===== src/rtl/bram_rd_seq.sv =====
// Purpose : sequence one frame of BRAM port-B word reads (line by line) and tag each word with frame/line markers.
// Latency : a word issued with enb in cycle t appears as vld (with its markers) in cycle t+2.
// Backpress: stall holds address/column/line and suppresses enb; the marker pipeline keeps shifting.
//
// Ports
//   clk, rst      : single rising-edge clock, synchronous active-high reset
//   start         : one-cycle frame-read request, only honoured while idle
//   stall         : downstream hold, no read issued in a cycle where it is high
//   addrb, enb    : BRAM port-B word address and read enable
//   vld           : byte-split register downstream holds a requested word this cycle
//   sof/eof/sol/eol: frame/line markers, meaningful only with vld
//   busy, done    : frame in progress / one-cycle completion pulse
module bram_rd_seq #(
    parameter int ADDR_W         = 14,
    parameter int WORDS_PER_LINE = 64,
    parameter int LINES          = 256,
    parameter int BASE_ADDR      = 0
) (
    input  logic              clk,
    input  logic              rst,
    input  logic              start,
    input  logic              stall,
    output logic [ADDR_W-1:0] addrb,
    output logic              enb,
    output logic              vld,
    output logic              sof,
    output logic              eof,
    output logic              sol,
    output logic              eol,
    output logic              busy,
    output logic              done
);

    // Counters need at least one bit even for degenerate 1-word lines / 1-line frames.
    localparam int COL_W  = (WORDS_PER_LINE > 1) ? $clog2(WORDS_PER_LINE) : 1;
    localparam int LINE_W = (LINES > 1) ? $clog2(LINES) : 1;

    localparam logic [ADDR_W-1:0] BASE      = ADDR_W'(BASE_ADDR);
    localparam logic [COL_W-1:0]  COL_LAST  = COL_W'(WORDS_PER_LINE - 1);
    localparam logic [LINE_W-1:0] LINE_LAST = LINE_W'(LINES - 1);

    typedef enum logic [1:0] {
        IDLE  = 2'd0,
        READ  = 2'd1,
        DRAIN = 2'd2
    } state_t;

    // One marker bundle per issued word, travelling alongside the BRAM data.
    typedef struct packed {
        logic vld;
        logic sof;
        logic eof;
        logic sol;
        logic eol;
    } mark_t;

    state_t            state;
    logic [COL_W-1:0]  col;
    logic [LINE_W-1:0] line;

    logic  issue;
    logic  col_last;
    logic  line_last;
    logic  eof_out;
    mark_t mark_issue;
    mark_t mark_s1;   // aligned with the BRAM output register
    mark_t mark_s2;   // aligned with the byte-split register

    // enb must drop in the very cycle stall rises, so it is decoded from the
    // registered state rather than registered itself.
    assign issue     = (state == READ) && !stall;
    assign enb       = issue;
    assign col_last  = (col == COL_LAST);
    assign line_last = (line == LINE_LAST);

    // Markers are computed from the position of the word being issued now;
    // with a single-word line both sol and eol fall out naturally.
    always_comb begin
        mark_issue     = '0;
        mark_issue.vld = issue;
        mark_issue.sof = issue && (col == '0) && (line == '0);
        mark_issue.eof = issue && col_last && line_last;
        mark_issue.sol = issue && (col == '0);
        mark_issue.eol = issue && col_last;
    end

    // The final word's eof leaving the pipeline is what ends the frame.
    assign eof_out = mark_s2.vld && mark_s2.eof;

    // ------------------------------------------------------------------
    // Sequencer FSM: address / column / line counters, busy and done.
    // ------------------------------------------------------------------
    always_ff @(posedge clk) begin
        if (rst) begin
            state <= IDLE;
            addrb <= BASE;
            col   <= '0;
            line  <= '0;
            busy  <= 1'b0;
            done  <= 1'b0;
        end else begin
            done <= 1'b0;
            case (state)
                IDLE: begin
                    // done is still high in the cycle right after completion;
                    // a start landing there belongs to the finished frame.
                    if (start && !done) begin
                        state <= READ;
                        addrb <= BASE;
                        col   <= '0;
                        line  <= '0;
                        busy  <= 1'b1;
                    end
                end

                READ: begin
                    if (issue) begin
                        // Address wraps silently at 2^ADDR_W.
                        addrb <= addrb + ADDR_W'(1);
                        if (col_last) begin
                            col <= '0;
                            if (line_last) begin
                                state <= DRAIN;
                            end else begin
                                line <= line + LINE_W'(1);
                            end
                        end else begin
                            col <= col + COL_W'(1);
                        end
                    end
                end

                DRAIN: begin
                    if (eof_out) begin
                        state <= IDLE;
                        busy  <= 1'b0;
                        done  <= 1'b1;
                    end
                end

                default: begin
                    state <= IDLE;
                    busy  <= 1'b0;
                end
            endcase
        end
    end

    // ------------------------------------------------------------------
    // Two-stage marker pipeline matching BRAM + byte-split latency. It
    // shifts every cycle; stall only throttles what enters it.
    // ------------------------------------------------------------------
    always_ff @(posedge clk) begin
        if (rst) begin
            mark_s1 <= '0;
            mark_s2 <= '0;
        end else begin
            mark_s1 <= mark_issue;
            mark_s2 <= mark_s1;
        end
    end

    assign vld = mark_s2.vld;
    assign sof = mark_s2.sof;
    assign eof = mark_s2.eof;
    assign sol = mark_s2.sol;
    assign eol = mark_s2.eol;

endmodule


===== config.mk =====
export PLATFORM = sky130hd
export DESIGN_NAME = bram_rd_seq
export DESIGN_NICKNAME = d
export VERILOG_FILES = /design/src/rtl/bram_rd_seq.sv
export SDC_FILE = /design/constraint.sdc
export NUM_CORES = 1
export LEC_CHECK = 0
export CELL_PAD_IN_SITES_DETAIL_PLACEMENT = 0
export CELL_PAD_IN_SITES_GLOBAL_PLACEMENT = 1
export CORE_AREA = 2 2 53 93
export CTS_CLUSTER_DIAMETER = 60
export DETAILED_ROUTE_END_ITERATION = 8
export DIE_AREA = 0 0 55 95
export GPL_ROUTABILITY_DRIVEN = 0
export PLACE_DENSITY_LB_ADDON = 0.12
export SETUP_SLACK_MARGIN = 0.4
export SYNTH_ARGS = -nofsm -noshare
export SYNTH_HDL_FRONTEND = slang
export SYNTH_SLANG_ARGS = --single-unit

===== constraint.sdc =====
create_clock -name clk -period 3.9 [get_ports clk]
set_clock_uncertainty 0.1 [all_clocks]
set_input_delay 0.585 -clock clk [delete_from_list [all_inputs] [get_ports clk]]
set_output_delay 0.585 -clock clk [all_outputs]
set_load 0.01 [all_outputs]

# Yosys cells after proc, flatten, opt, wreduce, memory -nomap -nowiden
# Cells that the tools add are included.
[op_classes]
n_eq_ne = 10
n_mux = 22
order_cmp = 0
addsub = 3
n_reduce_logical = 18
div_mod_pow = 0
n_bitwise = 2
multipliers = 0
n_shift = 0
[op_table]
columns = ["cell", "count"]
rows = [
  ["$mux W8", 4],
  ["$mux W14", 2],
  ["$pmux W14 S2", 1],
  ["$mux W6", 3],
  ["$pmux W8 S2", 1],
  ["$add A14 B1 Y14 const B", 1],
  ["$ne A2 B2 Y1 const B", 6],
  ["$pmux W6 S2", 1],
  ["$mux W2", 5],
  ["$reduce_and A5 Y1", 2],
  ["$add A8 B1 Y8 const B", 1],
  ["$eq A8 B8 Y1 const B", 1],
  ["$logic_not A8 Y1", 1],
  ["$logic_and A1 B1 Y1", 7],
  ["$add A6 B1 Y6 const B", 1],
  ["$eq A6 B6 Y1 const B", 1],
  ["$logic_not A6 Y1", 1],
  ["$pmux W2 S3", 1],
  ["$reduce_and A3 Y1", 2],
  ["$mux W1", 3],
  ["$pmux W1 S3", 1],
  ["$eq A2 B1 Y1 const B", 1],
  ["$eq A2 B2 Y1 const B", 1],
  ["$logic_not A1 Y1", 2],
  ["other kinds (4)", 5],
]
[word_totals]
ram_bits = 0
rom_bits = 0
mem_count = 0
input_bits = 4
elab_cells = 71
latch_bits = 0
ff_bits = 42

# Longest topological paths before layout
# Gate-level depths: netlist (run 1).
[logic_depth]
depth_word = 5
ltp_mapped = 7
depth_no_buf = 6

# Least setup slack after synthesis (run 1)
# OpenSTA, ideal clock, no wires.
[synth_path]
kind = "input port to flip-flop"
startpoint = "input port start"
endpoint = "register addrb[10]"
path_slack_ns = 2.091
t_arrival_ns = 1.592
setup_ns = 0.116
required_ns = 3.684
path_stages = 6
cell_sequence = "or4b_4 > o21ai_4 > buf_8 > nand3_1 > xor2_1 > nor2_2"
[synth_between]
elab_chain_len = 3
[synth_lines]
columns = ["element", "line_no", "source"]
rows = [
  ["start: declaration", "21", "input logic start,"],
  ["$logic_and A1 B1 Y1", "107", "if (start && !done) begin"],
  ["$ne A2 B2 Y1 (no line)", "--", ""],
  ["$reduce_and A3 Y1 (no line)", "--", ""],
  ["end signal: assignment", "119", "addrb <= addrb + ADDR_W'(1);"],
  ["end: declaration", "23", "output logic [ADDR_W-1:0] addrb,"],
]
# No other way between the ends.
# A chain may end at the register's enable or synchronous reset.

# Worst setup path in the final report (run 1)
[layout_path]
startpoint = "input port stall"
endpoint = "output port enb"
[layout_between]
elab_chain_len = 2
[layout_lines]
columns = ["element", "line_no", "source"]
rows = [
  ["start: declaration", "22", "input logic stall,"],
  ["$logic_not A1 Y1", "71", "assign issue = (state == READ) && !stall;"],
  ["$logic_and A1 B1 Y1", "71", ""],
  ["end: declaration", "24", "output logic enb,"],
]
# No other way between the ends.

==> out/metrics.csv, run 1 <==
metric,value,unit
status,"finished, final reports clean",
ant_nets,0,
multi_input_area,965,um2
post-cts-setup-buffers,0,
worst_pin_slew,0.611,ns
crit_path_frequent_cell,clkdlybuf4s50_1,
post-dp-hpwl,3.31,mm
drt_wl_total,4.30,mm
synth-main-ff-cell,dfxtp_1,
hold_violations,0,
vias,1601,
grt_pass1_wl,6.90,mm
fin_util,49.1,%
antenna_cells,0,
slew_viol_final,0,
fin_crit,2.68,ns
slew_headroom,59.3,%
num-fill-cells,446,
post_cts_resized,0,
async_flop_share,0,%
critPathRequiredTime,3.21,ns
critPathSlowestCell,clkdlybuf4s50_1,
clk_latency,0.28,ns
drv_cap,0,
die-width,55,um
timing.hold.ws,0.338,ns
drc_errors,0,
yosys-top-cells-count,"42 x dfxtp_1, 21 x nor2_1, 16 x nand3_1",
cts_buffer_depth,2,
ir_worst_vdd,0.257,mV
die-area,0.00523,mm2
ff_latch_area,841,um2
synth_top_cell_area_share,44.8,%
grt_pass1_vias,1523,
crit_path_start_kind,input pin,
vias_per_cell,5.52,
cts.sinks,42,
worstPathCellList,clkdlybuf4s50_1 > nor3b_2 > clkdlybuf4s50_1,
cts-htree-levels,2,
die_y,95,um
fin_crit_sh,68.8,%
grt_max_degree,19,
cp_slowest_stage_delay,0.60,ns
hold_buffers,0,
drt_first_pass_iters,4,
io_buffers,25,
swShare,22.5,%
start_util,41.3,%
cp-end-kind,output port,
setup_viol,0,
tns,0,ns
syn_avg_cell_area,8.81,um2
ys_types,33,
coreArea,0.00454,mm2
root_buffer,clkbuf_8,
yosys_warnings,0,
final_nets,248,
grt_antenna_before_repair,0,
synth_area_leaders,"dfxtp_1 45%, xor2_1 6.1%, nand3_1 4.3%, nor2_1 4.2%, o21ai_0 4.0%",
tritoncts,done,
grt_use_total,18.3,%
clkPwrFrac,35.6,%
ys_seq_area_share,44.8,%
syn_nets,222,
cts_buffers,5,
gr-total-overflow,0,
path_clk_slew,0.07,ns
synthCells,213,
worstSetupPathType,input pin to output port,
syn2layout_area_growth,18.9,%
clock.fmax,0.372,GHz
cell_internal_pwr,0.589,mW
ios,26,
cellLeakagePower,0.824,nW
cp_max_fo,4,
power.switching,0.171,mW
yosys.area.top_type,dfxtp_1,
critical_path_arrival,2.00,ns
p_per_area,341,mW/mm2
sequentialPowerShare,57.8,%
yosysMostFrequentCell,dfxtp_1,
dr.first_iter.drc_count,24,
pwr-share-comb,6.6,%
ys_seq_elements,42,
hp-class,flip-flop to flip-flop,
wl_per_cell,14.8,um
syn_area,0.00188,mm2
synth_edf_count,0,
drive_above_1_share,5.88,%
num_rows,33,
rsz0062_at_grt,false,
## final timing paths
path	from	end	slack, ns	depth (start not counted)
min reg2reg	mark_s1[4]$_SDFF_PP0_	vld$_SDFF_PP0_	0.34	1
max reg2reg	state[1]$_SDFFE_PP0P_	line[4]$_SDFFE_PP0P_	1.83	5
min	mark_s1[4]$_SDFF_PP0_	vld$_SDFF_PP0_	0.34	1
max	stall	enb	1.22	3
## placed cells by master, fill, tap and decap left out
cell type        instances
a21oi_1                 11
a31oi_1                  5
and2_1                   4
and3_1                   9
and4_1                   3
clkbuf_8                 6
clkdlybuf4s50_1         25
dfxtp_1                 42
ha_1                     5
inv_1                    7
mux2i_1                  1
nand2_1                 12
nand2b_1                 6
nand3_1                 16
nand3_2                  1
nand4_1                  9
nand4_2                  1
nor2_1                  21
nor2_2                   3
nor2b_1                  6
nor3_1                   3
nor3b_2                  1
nor4_1                   3
nor4b_1                  2
o21ai_0                 15
o21ai_1                  1
o21ai_4                  1
or3_1                    4
or4b_4                   1
xnor2_1                  1
xor2_1                  13
## sequential cells by signal (all words and copies together), names as in the netlist
signal / count
addrb: 14
state: 2
eol: 1
done: 1
col: 6
line: 8
mark_s1: 5
busy: 1
sol: 1
vld: 1
eof: 1
sof: 1
## metal layers
metal  up-vias  share of wire (%)  GRT usage [%]
met1       764                 38           18.9
li1        798                  -              -
met3         6                3.0           3.32
met2        33                 58           34.0
met4         0                1.4           7.52
met5         -                  0              0
## area by class of cell
type	count	area share, %
timing repair buffer	25	11.2
sequential	42	37.7
multi-input combinational	158	43.3
clock buffer	6	3.70
tap	52	2.92
inverter	7	1.18
## per-stage QoR
stage	power, mW	instance area, um2	std cells	worst slack (ns)
floorplan	0.483	1880	213	2.09
global placement	0.499	2150	284	1.29
CTS	0.771	2230	290	1.21
detailed placement	0.500	2150	284	1.22
finish	0.760	2230	290	1.22
global route	0.791	2230	290	1.16
## critical path: cells and delay by family
kind          cells  cell delay [ns]
simple gates      1             0.32
buf+inv           2             1.10
## logic make-up (layout without fill, tap and decap cells)
group,count (synthesis),count (layout),synth area share [%]
and+or+nand+nor,105,105,31.3
DFF,42,42,44.8
AOI/OAI and AO/OA,33,33,9.74
xor gates and xnor gates,14,14,6.54
buffers and inverters,13,38,3.74
adders and majority gates,5,5,3.34
muxes,1,1,0.534
## power groups by stage
stage,sequential (mW),combinational [mW],clock [mW]
after detailed placement,0.449,0.0509,0
after global placement,0.449,0.0499,0
after floorplan,0.449,0.0339,0
after global routing,0.440,0.0554,0.296
final,0.439,0.0503,0.271
after CTS,0.439,0.0510,0.281
Power figures use the tool's default switching activity.
==> inputs of run 2 (changes only) <==
Settings changed: CORE_AREA 2 2 53 93 to 2 2 58 101, DIE_AREA 0 0 55 95 to 0 0 60 103.
Clock period 3.9 ns to 2.25 ns, I/O delays scaled along.
==> out/metrics.csv, run 2 (synthesis gave the netlist of run 1 again) <==
metric,value,unit
final_area,0.00247,mm2
grt_pass1_wl,7.51,mm
dr.first_iter.drc_count,56,
ff2ff_setup_slack,0.51,ns
cp-end-kind,output port,
drt_first_pass_iters,4,
clk_latency,0.29,ns
fin_crit,1.74,ns
cts-htree-levels,2,
drv_cap,0,
io_buffers,25,
ant_nets,0,
drive_above_1_share,20.4,%
cts_buffers,5,
grt_use_total,16.2,%
regMostFlops,addrb,
drt_wl_total,4.40,mm
worstPathBufferInverterCount,2,
slew_headroom,76.5,%
gr-total-overflow,0,
ios,26,
wl_per_cell,13.1,um
root_buffer,clkbuf_8,
cts_buffer_depth,2,
hold_violations,0,
cp_max_fo,5,
fin_util,45.3,%
final_nets,269,
status,"finished, final reports clean",
slew_viol_final,0,
largest_register_ff_count,14,
critPathRequiredTime,1.81,ns
largest_registers,"addrb: 14 flops, line: 8 flops, col: 6 flops",
grt_antenna_before_repair,0,
ff2ff_path_depth,6,
die_y,103,um
timing.hold.ws,0.340,ns
fin_crit_sh,77.5,%
antenna_cells,0,
rsz0062_at_grt,false,
vias,1686,
worstPathCellList,buf_4 > clkdlybuf4s50_1,
vias_per_cell,5.02,
grt_pass1_vias,1627,
critPathSlowestCell,clkdlybuf4s50_1,
die-width,60,um
mostFrequentLayoutCell,dfxtp_1,
start_util,34.4,%
layout_common_cells,"36 x dfxtp_1, 23 x clkdlybuf4s50_1, 20 x nor2_1",
worstSetupPathType,flip-flop to output port,
worst_pin_slew,0.350,ns
path_clk_slew,0.08,ns
cts.sinks,42,
setup_viol,0,
num-fill-cells,568,
ir_worst_vdd,0.307,mV
hp-class,flip-flop to flip-flop,
cp_slowest_stage_delay,0.53,ns
hold_buffers,0,
crit_path_start_kind,flip-flop,
tritoncts,done,
die-area,0.00618,mm2
drc_errors,0,
grt_max_degree,15,
coreArea,0.00545,mm2
post-dp-hpwl,3.33,mm
place_area,0.00231,mm2
p_per_area,544,mW/mm2
cellLeakagePower,0.936,nW
clock.fmax,0.573,GHz
syn2layout_area_growth,31.7,%
worstHoldPathCells,1,
cp_top_family,buffers and inverters,
worstSetupPathDepth,2,
critical_path_arrival,1.31,ns
num_rows,36,
[run 2: layer usage]
metal  global-route usage, %  vias to the layer above  part of all wire, %
met3                    2.89                        7                  2.8
met1                    17.3                      802                   40
met4                    9.06                        0                  2.0
met2                    28.8                       35                   55
li1                        -                      842                    -
met5                       0                        -                    0
[run 2: layout make-up]
type / instances / area [um2] / share of cell area [%]
multi-input combinational: 158 / 997 / 40.4
sequential: 42 / 851 / 34.4
timing repair buffer: 46 / 422 / 17.1
tap: 76 / 95.1 / 3.85
clock buffer: 5 / 68.8 / 2.79
inverter: 7 / 26.3 / 1.06
clock inverter: 2 / 10.0 / 0.405
[run 2: final timing paths]
| kind | from | to |
|---|---|---|
| setup / recovery | addrb[3]$_SDFFE_PP0P_ | addrb[3] |
| hold / removal | mark_s1[0]$_SDFF_PP0_ | eol$_SDFF_PP0_ |
| setup reg to reg | state[0]$_SDFFE_PP0P_ | addrb[12]$_SDFFE_PP0P_ |
| hold reg to reg | mark_s1[0]$_SDFF_PP0_ | eol$_SDFF_PP0_ |
[run 2: stage by stage]
step                      worst slack [ns]  instances  setup TNS, ns  power [mW]
after floorplan                      0.529        213              0       0.837
after global placement             0.00659        324              0       0.894
after detailed placement           -0.0102        324        -0.0102       0.894
after CTS                            0.414        333              0        1.37
after global routing                 0.400        336              0        1.41
final                                0.506        336              0        1.34
[run 2: where the power goes]
part | internal [mW] | leakage [nW] | switching (mW)
clock network | 0.209 | 0.0438 | 0.257
logic | 0.0575 | 0.549 | 0.0601
registers | 0.751 | 0.343 | 0.00890
total | 1.02 | 0.936 | 0.326
[run 2: timing repair]
action | 4_1_cts | 5_1_grt
buffers inserted | 2 | 3
endpoints found under the setup margin | 14 | 18
resized for setup | 8 | 19
pin swaps | 1 | 4
